$ cat config.mk
export PLATFORM = sky130hd
export DESIGN_NAME = huffman_symbol_packer
export DESIGN_NICKNAME = d
export VERILOG_FILES = /design/src/rtl/huffman_pkg.sv /design/src/rtl/huffman_pack_outreg.sv /design/src/rtl/huffman_symbol_packer.sv
export SDC_FILE = /design/constraint.sdc
export NUM_CORES = 1
export LEC_CHECK = 0
export CAP_MARGIN = 40
export CORE_MARGIN = 3
export CORE_UTILIZATION = 25
export CTS_BUF_LIST = sky130_fd_sc_hd__clkbuf_4 sky130_fd_sc_hd__clkbuf_8 sky130_fd_sc_hd__clkbuf_16
export CTS_CLUSTER_SIZE = 14
export DETAILED_ROUTE_END_ITERATION = 8
export GPL_TIMING_DRIVEN = 0
export PLACE_DENSITY_LB_ADDON = 0.25
export SLEW_MARGIN = 20
export SYNTH_ARGS = -nofsm -noshare
export SYNTH_HDL_FRONTEND = slang
export SYNTH_SLANG_ARGS = --single-unit
export TNS_END_PERCENT = 100
$ cat constraint.sdc
create_clock -name clk -period 2.4 [get_ports clk]
set_input_delay 0.24 -clock clk [delete_from_list [all_inputs] [get_ports clk]]
set_output_delay 0.24 -clock clk [all_outputs]
set_load 0.05 [all_outputs]
$ cat src/rtl/huffman_pkg.sv
// Shared definitions for the Huffman weight decoder and its symbol packer:
// symbol/word geometry and the packer FSM state encoding.
package huffman_pkg;

  localparam int SYM_W         = 4;
  localparam int WORD_W        = 32;
  localparam int SYMS_PER_WORD = WORD_W / SYM_W;
  localparam int CNT_W         = $clog2(SYMS_PER_WORD + 1);
  localparam int IDX_W         = $clog2(SYMS_PER_WORD);

  typedef enum logic {
    ACCUM = 1'b0,
    STALL = 1'b1
  } state_e;

endpackage

$ cat src/rtl/huffman_pack_outreg.sv
// Output register of the symbol packer: holds one packed word with its valid
// flag, last marker and symbol count, and handles the load/drain handshake.
// Optional macro PACKER_STATS_EN adds saturating word and stall counters.
module huffman_pack_outreg
  import huffman_pkg::*;
(
  input  logic              clk,
  input  logic              reset,
  input  logic              load,
  input  logic [WORD_W-1:0] load_word,
  input  logic              load_last,
  input  logic [CNT_W-1:0]  load_nsyms,
  input  logic              word_ready,
`ifdef PACKER_STATS_EN
  input  logic              stall_cycle,
  output logic [15:0]       stat_words,
  output logic [15:0]       stat_stall_cycles,
`endif
  output logic [WORD_W-1:0] word_out,
  output logic              word_valid,
  output logic              word_last,
  output logic [CNT_W-1:0]  word_nsyms,
  output logic              can_load
);

  // Register is free if empty or being drained this cycle.
  assign can_load = !word_valid || word_ready;

  // Output stage: load a completed word, otherwise clear valid on drain.
  always_ff @(posedge clk or posedge reset) begin
    if (reset) begin
      word_out   <= '0;
      word_valid <= 1'b0;
      word_last  <= 1'b0;
      word_nsyms <= '0;
    end else if (load) begin
      word_out   <= load_word;
      word_valid <= 1'b1;
      word_last  <= load_last;
      word_nsyms <= load_nsyms;
    end else if (word_ready) begin
      word_valid <= 1'b0;
    end
  end

`ifdef PACKER_STATS_EN
  function automatic logic [15:0] sat_inc(input logic [15:0] v);
    return (v == 16'hFFFF) ? v : v + 16'd1;
  endfunction

  // Saturating counters of output handshakes and back-pressured input cycles.
  always_ff @(posedge clk or posedge reset) begin
    if (reset) begin
      stat_words        <= '0;
      stat_stall_cycles <= '0;
    end else begin
      if (word_valid && word_ready) stat_words <= sat_inc(stat_words);
      if (stall_cycle) stat_stall_cycles <= sat_inc(stat_stall_cycles);
    end
  end
`endif

endmodule

$ cat src/rtl/huffman_symbol_packer.sv
// Packs 4-bit Huffman weight symbols LSB-first into 32-bit words for the L0
// FIFO. Two-deep path (accumulator + output register) absorbs a one-cycle
// L0 stall without back-pressuring the decoder; sym_last flushes a partial
// word. Optional macro PACKER_STATS_EN exposes word/stall statistics.
module huffman_symbol_packer
  import huffman_pkg::*;
(
  input  logic              clk,
  input  logic              reset,
  input  logic [SYM_W-1:0]  sym_in,
  input  logic              sym_valid,
  input  logic              sym_last,
  output logic              sym_ready,
  output logic [WORD_W-1:0] word_out,
  output logic              word_valid,
  input  logic              word_ready,
  output logic              word_last,
  output logic [CNT_W-1:0]  word_nsyms,
`ifdef PACKER_STATS_EN
  output logic [15:0]       stat_words,
  output logic [15:0]       stat_stall_cycles,
`endif
  output logic              busy
);

  state_e              state, state_next;
  logic [WORD_W-1:0]   acc_p0, acc_ins;
  logic [CNT_W-1:0]    count_p0, count_inc;
  logic                last_p0;
  logic [IDX_W-1:0]    idx;
  logic                accept, complete, can_load, load;
  logic [WORD_W-1:0]   load_word;
  logic                load_last;
  logic [CNT_W-1:0]    load_nsyms;

  assign sym_ready = (state == ACCUM);
  assign accept    = sym_valid && sym_ready;
  assign idx       = count_p0[IDX_W-1:0];
  assign count_inc = count_p0 + CNT_W'(1);
  assign complete  = accept && ((count_inc == CNT_W'(SYMS_PER_WORD)) || sym_last);
  assign busy      = word_valid || (count_p0 != '0) || (state == STALL);

  // Insert the incoming symbol at the current fill position.
  always_comb begin
    acc_ins = acc_p0;
    acc_ins[idx*SYM_W +: SYM_W] = sym_in;
  end

  // FSM next state and load request toward the output register.
  always_comb begin
    state_next = state;
    load       = 1'b0;
    load_word  = acc_p0;
    load_last  = last_p0;
    load_nsyms = count_p0;
    case (state)
      ACCUM: begin
        if (complete) begin
          load_word  = acc_ins;
          load_last  = sym_last;
          load_nsyms = count_inc;
          if (can_load) load = 1'b1;
          else          state_next = STALL;
        end
      end
      STALL: begin
        if (can_load) begin
          load       = 1'b1;
          state_next = ACCUM;
        end
      end
      default: state_next = ACCUM;
    endcase
  end

  // FSM state register.
  always_ff @(posedge clk or posedge reset) begin
    if (reset) state <= ACCUM;
    else       state <= state_next;
  end

  // Accumulator stage: clears on transfer, otherwise absorbs accepted symbols.
  always_ff @(posedge clk or posedge reset) begin
    if (reset) begin
      acc_p0   <= '0;
      count_p0 <= '0;
      last_p0  <= 1'b0;
    end else if (load) begin
      acc_p0   <= '0;
      count_p0 <= '0;
      last_p0  <= 1'b0;
    end else if (accept) begin
      acc_p0   <= acc_ins;
      count_p0 <= count_inc;
      last_p0  <= sym_last;
    end
  end

  // Output register stage.
  huffman_pack_outreg u_outreg (
    .clk               (clk),
    .reset             (reset),
    .load              (load),
    .load_word         (load_word),
    .load_last         (load_last),
    .load_nsyms        (load_nsyms),
    .word_ready        (word_ready),
`ifdef PACKER_STATS_EN
    .stall_cycle       (sym_valid && !sym_ready),
    .stat_words        (stat_words),
    .stat_stall_cycles (stat_stall_cycles),
`endif
    .word_out          (word_out),
    .word_valid        (word_valid),
    .word_last         (word_last),
    .word_nsyms        (word_nsyms),
    .can_load          (can_load)
  );

endmodule

**Word-level counts from Yosys, hierarchy flattened**

Index checks and enable logic that the tools add are counted.

- Bits in registers: 76
- Output and inout bits: 40
- Logic and storage cells: 45

- $add $sub $neg: 2
- Eq/ne operators: 1
- Shift-type cells: 2
- Multiplexer cells: 21
- Bitwise logic cells: 1
- Reductions and logical operators: 10

Operator list:

| cell | number |
|---|---|
| $mux 32 | 4 |
| $neg 5->34 | 1 |
| $shift 4x34->32 const A | 1 |
| $shiftx 4x34->32 | 1 |
| $bwmux 32 | 1 |
| $mux 4 | 4 |
| $mux 1 | 10 |
| $add 4x1->4 const B | 1 |
| $eq 4x4->1 const B | 1 |
| $logic_or 1x1->1 | 4 |
| $pmux 1 s2 | 2 |
| $reduce_bool 2->1 | 2 |
| $reduce_bool 4->1 | 1 |
| $logic_and 1x1->1 | 2 |
| $logic_not 1->1 | 1 |
| $not 1->1 | 1 |

**Depth between registers and ports, before layout**

- Depth after elaboration: 7
- Depth in mapped cells: 9
- Gate-level depth less buffers: 8

**By module**

Synthesis repeated with hierarchy kept, for this count alone.

- Cells, all modules: 353
- Area total of the unflattened synthesis: 4045.1 um^2

By module, submodules not included:

| module | instances | cells an instance | area an instance (um^2) |
|---|---|---|---|
| huffman_symbol_packer | 1 | 271 | 2551.2 |
| huffman_pack_outreg | 1 | 82 | 1493.9 |

**Worst setup path after synthesis**

No wires, ideal clock.

- Path kind: reg2reg
- Start: reg count_p0[0]
- End: reg u_outreg.word_out[24]
- Data arrival time: 2342 ps
- Data required time: 2317 ps
- Slack: -25 ps
- Stages on the path, launching flop included: 9
- Path buffers: 1
- Clock period less this slack: 2425 ps
- Cells stage by stage: dfrtp_1 > inv_1 > ha_1 > ha_1 > buf_2 > nor2b_1 > nor3b_1 > a22oi_1 > o21ai_0

- Word-level cells in the longest chain between the ends: 6

Ends and longest elaborated chain:

| element | RTL line | RTL |
|---|---|---|
| start, declared | huffman_symbol_packer.sv:28 | `logic [CNT_W-1:0] count_p0, count_inc;` |
| start signal, assigned | huffman_symbol_packer.sv:94 | `count_p0 <= count_inc;` |
| branches (longest 6 deep; another with $neg 5->34) | - |  |
| end signal, assigned | huffman_pack_outreg.sv:37 | `word_out <= load_word;` |
| end, declared | huffman_pack_outreg.sv:19 | `output logic [WORD_W-1:0] word_out,` |

Several ways; the timed one is not identified.
A chain may end at the register's enable or synchronous reset.

**Final worst setup path**

- Start: in sym_valid
- End: reg acc_p0[7]

- Word-level cells in the longest chain between the ends: 5

Ends and longest elaborated chain:

| element | RTL line | RTL |
|---|---|---|
| start, declared | huffman_symbol_packer.sv:11 | `input logic sym_valid,` |
| $logic_and 1x1->1 (*) | huffman_symbol_packer.sv:37 | `assign accept = sym_valid && sym_ready;` |
| $logic_and 1x1->1 | huffman_symbol_packer.sv:40 | `assign complete = accept && ((count_inc == CNT_W'(SYMS_PER_WORD)) \|\| sym_last);` |
| $mux 1 | huffman_symbol_packer.sv:58 | `if (complete) begin` |
| $pmux 1 s2 | huffman_symbol_packer.sv:56 | `case (state)` |
| $mux 32 or $reduce_bool 2->1 (tied branches) | - |  |
| end signal, assigned | huffman_symbol_packer.sv:93 | `acc_p0 <= acc_ins;` |
| end, declared | huffman_symbol_packer.sv:27 | `logic [WORD_W-1:0] acc_p0, acc_ins;` |

Every way passes the cells marked *; elsewhere a longest branch is shown, timed or not.

==> impl_results.md <==
- Status: finished clean
- Total wire length: 11,200 um
- Fin. max-slew vios: 0
- DP HPWL: 7650 um
- Avg Inst Size Synth: 9.72 um2
- Leading area contributor after synthesis: dfrtp_1
- Min Hold Slack: 254 ps
- Final setup viols: 0
- Avg Vias per Cell: 4.96
- Largest net degree at the start of global routing: 51
- Clock skew: 11.5 ps
- 1st-iter DRT viols: 222
- Post-CTS Hold Buffers: 0
- Input/output buffers: 48
- Vias: 3,196
- Fmax achieved: 0.436 GHz
- Remaining DRCs: 0
- Vias in the first global route: 3,190
- Top FF cell, synth: dfrtp_1
- Core Box Area: 14,600 um2
- Die area: 16,600 um2
- Max Root-Sink Buffers: 2
- Final ANT Viol Nets: 0
- Initial Util: 25.7%
- Seq cells post-synth: 76
- Die height: 129 um
- Commonest cells after routing, fill and taps aside: dfrtp_1, a22oi_1, nor2_1
- Slew headroom: 57.0%
- CP arrival: 2500 ps
- Layout Area Growth over Synthesis: 31.7%
- CTS tree: built
- Hold Path Class: in -> async
- Overflow after GRT: 0
- Fin. Hold Viols: 0
- ANT cells: 0
- Worst Setup End Kind: flop
- First-pass GRT wire length: 18,200 um
- Worst setup SP type: primary input
- Net Count, Synth: 403
- Synth top area cells: dfrtp_1, a22oi_1, nor2_1, a221o_1, nand2_1
- Total Power: 4.23 mW
- Max IR drop VDD: 0.366 mV
- Final worst path period share: 95.5%
- Htree depth: 3
- Lkg Pwr: 2.03 nW
- Mapped Cells: 387
- PD cells: 854 nW/um2
- Die W: 129 um
- Unrepaired setup endpoints after global routing: no
- Fin nets: 471
- Ys async rst share: 100%
- Seq/Total Area, Yosys: 50.6%
- Synth Cell Area: 3760 um2
- Worst-path clk slew: 60 ps
- Gpl congestion: 0.798
- Initial antenna violation count: 0
- Post-route cell area: 4950 um2
- Share of cells above drive strength 1: 12.8%
- Min Tclk post-route: 2290 ps
- Core Rows: 44
- Reg2reg setup slack: 130 ps
- Post-synth EDFFs: 0
- Total CTS buffers: 9
- CP Max Fanout: 7
- Setup TNS: 0 ps
- Synth warn: 0
- Commonest non-fill, non-tap cell in the layout: dfrtp_1
- Clock sink total: 76
- Boundary Pins: 49
- Avg WL per Cell: 17.4 um
- Clk_lat worst skew: 330 ps
- WS Path Type: in -> reg
- Worst Tran Pin Value: 643 ps
- Placed cell area: 4510 um2
- TritonRoute pass-1 iters: 5
- CTS root buffer: clkbuf_16
- Max Cap Viol: 0
- Cell variety after synth: 45
- CP Data Required Time: 2610 ps
- Gr usage total: 14.1%
- Synth top area share: 50.6%
==> cells in the mapped netlist (3+ instances only) <==
master,n
and2_1,3
nor2b_1,9
ha_1,7
o21ai_1,3
inv_1,7
o21ai_0,15
o211ai_1,4
a21oi_1,11
nand2_1,38
buf_2,7
nand2b_1,6
dfrtp_1,76
nor2_1,55
nor3_1,4
mux2i_1,7
a22oi_1,56
clkbuf_1,19
nand3_1,13
a221o_1,16
==> registers in the layout (all words and copies together), names as in the netlist <==
| register | count |
|---|---|
| u_outreg.word_nsyms | 4 |
| u_outreg.word_last | 1 |
| u_outreg.word_valid | 1 |
| last_p0 | 1 |
| u_outreg.word_out | 32 |
| count_p0 | 4 |
| acc_p0 | 32 |
| state | 1 |
==> worst max-delay path, cell delays in order <==
cell and delay [ps]:
clkdlybuf4s50_1 650, nor2b_1 530, and2_2 250, clkbuf_1 290, nand3_1 230, a22oi_1 250, nor2_1 70
==> cells by family after synthesis <==
kind of cell / Yosys count / share of synthesized area (%)
AO/OA/AOI/OAI: 120 / 23.4
XOR/XNOR: 2 / 0.466
adder cells (fa/ha/maj): 7 / 2.33
buffers and inverters: 34 / 3.73
flip-flops: 76 / 50.6
multiplexers: 7 / 1.86
AND/OR/NAND/NOR: 141 / 17.7
==> through the flow <==
stage | instances | setup slack [ps] | util (%)
2_1_floorplan | 387 | 29.6 | -
5_1_grt | 644 | 1.58 | 33.8
6_report | 644 | 107 | 33.8
3_3_place_gp | 619 | -1170 | 30.6
3_5_place_dp | 620 | -592 | 30.8
4_1_cts | 642 | 2.43 | 33.3
==> report_power, final <==
group | internal [mW] | leakage (nW) | switching, mW
Sequential | 1.40 | 1.04 | 0.0878
Clock | 0.849 | 0.150 | 0.537
Combinational | 0.450 | 0.844 | 0.910
Total | 2.70 | 2.03 | 1.53
==> what timing repair did <==
action / in CTS / in global routing
setup endpoints to repair: 65 / 61
gates resized for setup: 9 / 23
buffers inserted: 6 / 2
pin swaps: 2 / 2
==> per-layer routing <==
| metal | vias to the layer above | track usage (%) | wire length [um] |
|---|---|---|---|
| met5 | - | 0 | 0 |
| met4 | 0 | 3.52 | 92 |
| met3 | 6 | 2.32 | 642 |
| met2 | 76 | 21.4 | 5020 |
| met1 | 1560 | 20.9 | 5450 |
| li1 | 1554 | - | - |
==> final timing paths <==
path / from / to / cells past startpoint
max in group asynchronous: reset / acc_p0[26] / 3
max reg2reg: count_p0[0] / u_outreg.word_out[4] / 8
max: sym_valid / acc_p0[7] / 7
min reg2reg: u_outreg.word_nsyms[3] / u_outreg.word_nsyms[3] / 2
min in group clk: u_outreg.word_nsyms[3] / u_outreg.word_nsyms[3] / 2
min: reset / u_outreg.word_out[13] / 2
==> final cells by class <==
| class | instances | area (um2) |
|---|---|---|
| Fill cell | 1516 | 9690 |
| Sequential cell | 76 | 1900 |
| Multi-Input combinational cell | 277 | 1790 |
| Timing Repair Buffer | 57 | 567 |
| Clock buffer | 11 | 246 |
| Tap cell | 184 | 230 |
| Buffer | 27 | 125 |
| Clock inverter | 5 | 60.1 |
| Inverter | 7 | 32.5 |
Note: power is estimated with default switching activity, not from simulation.
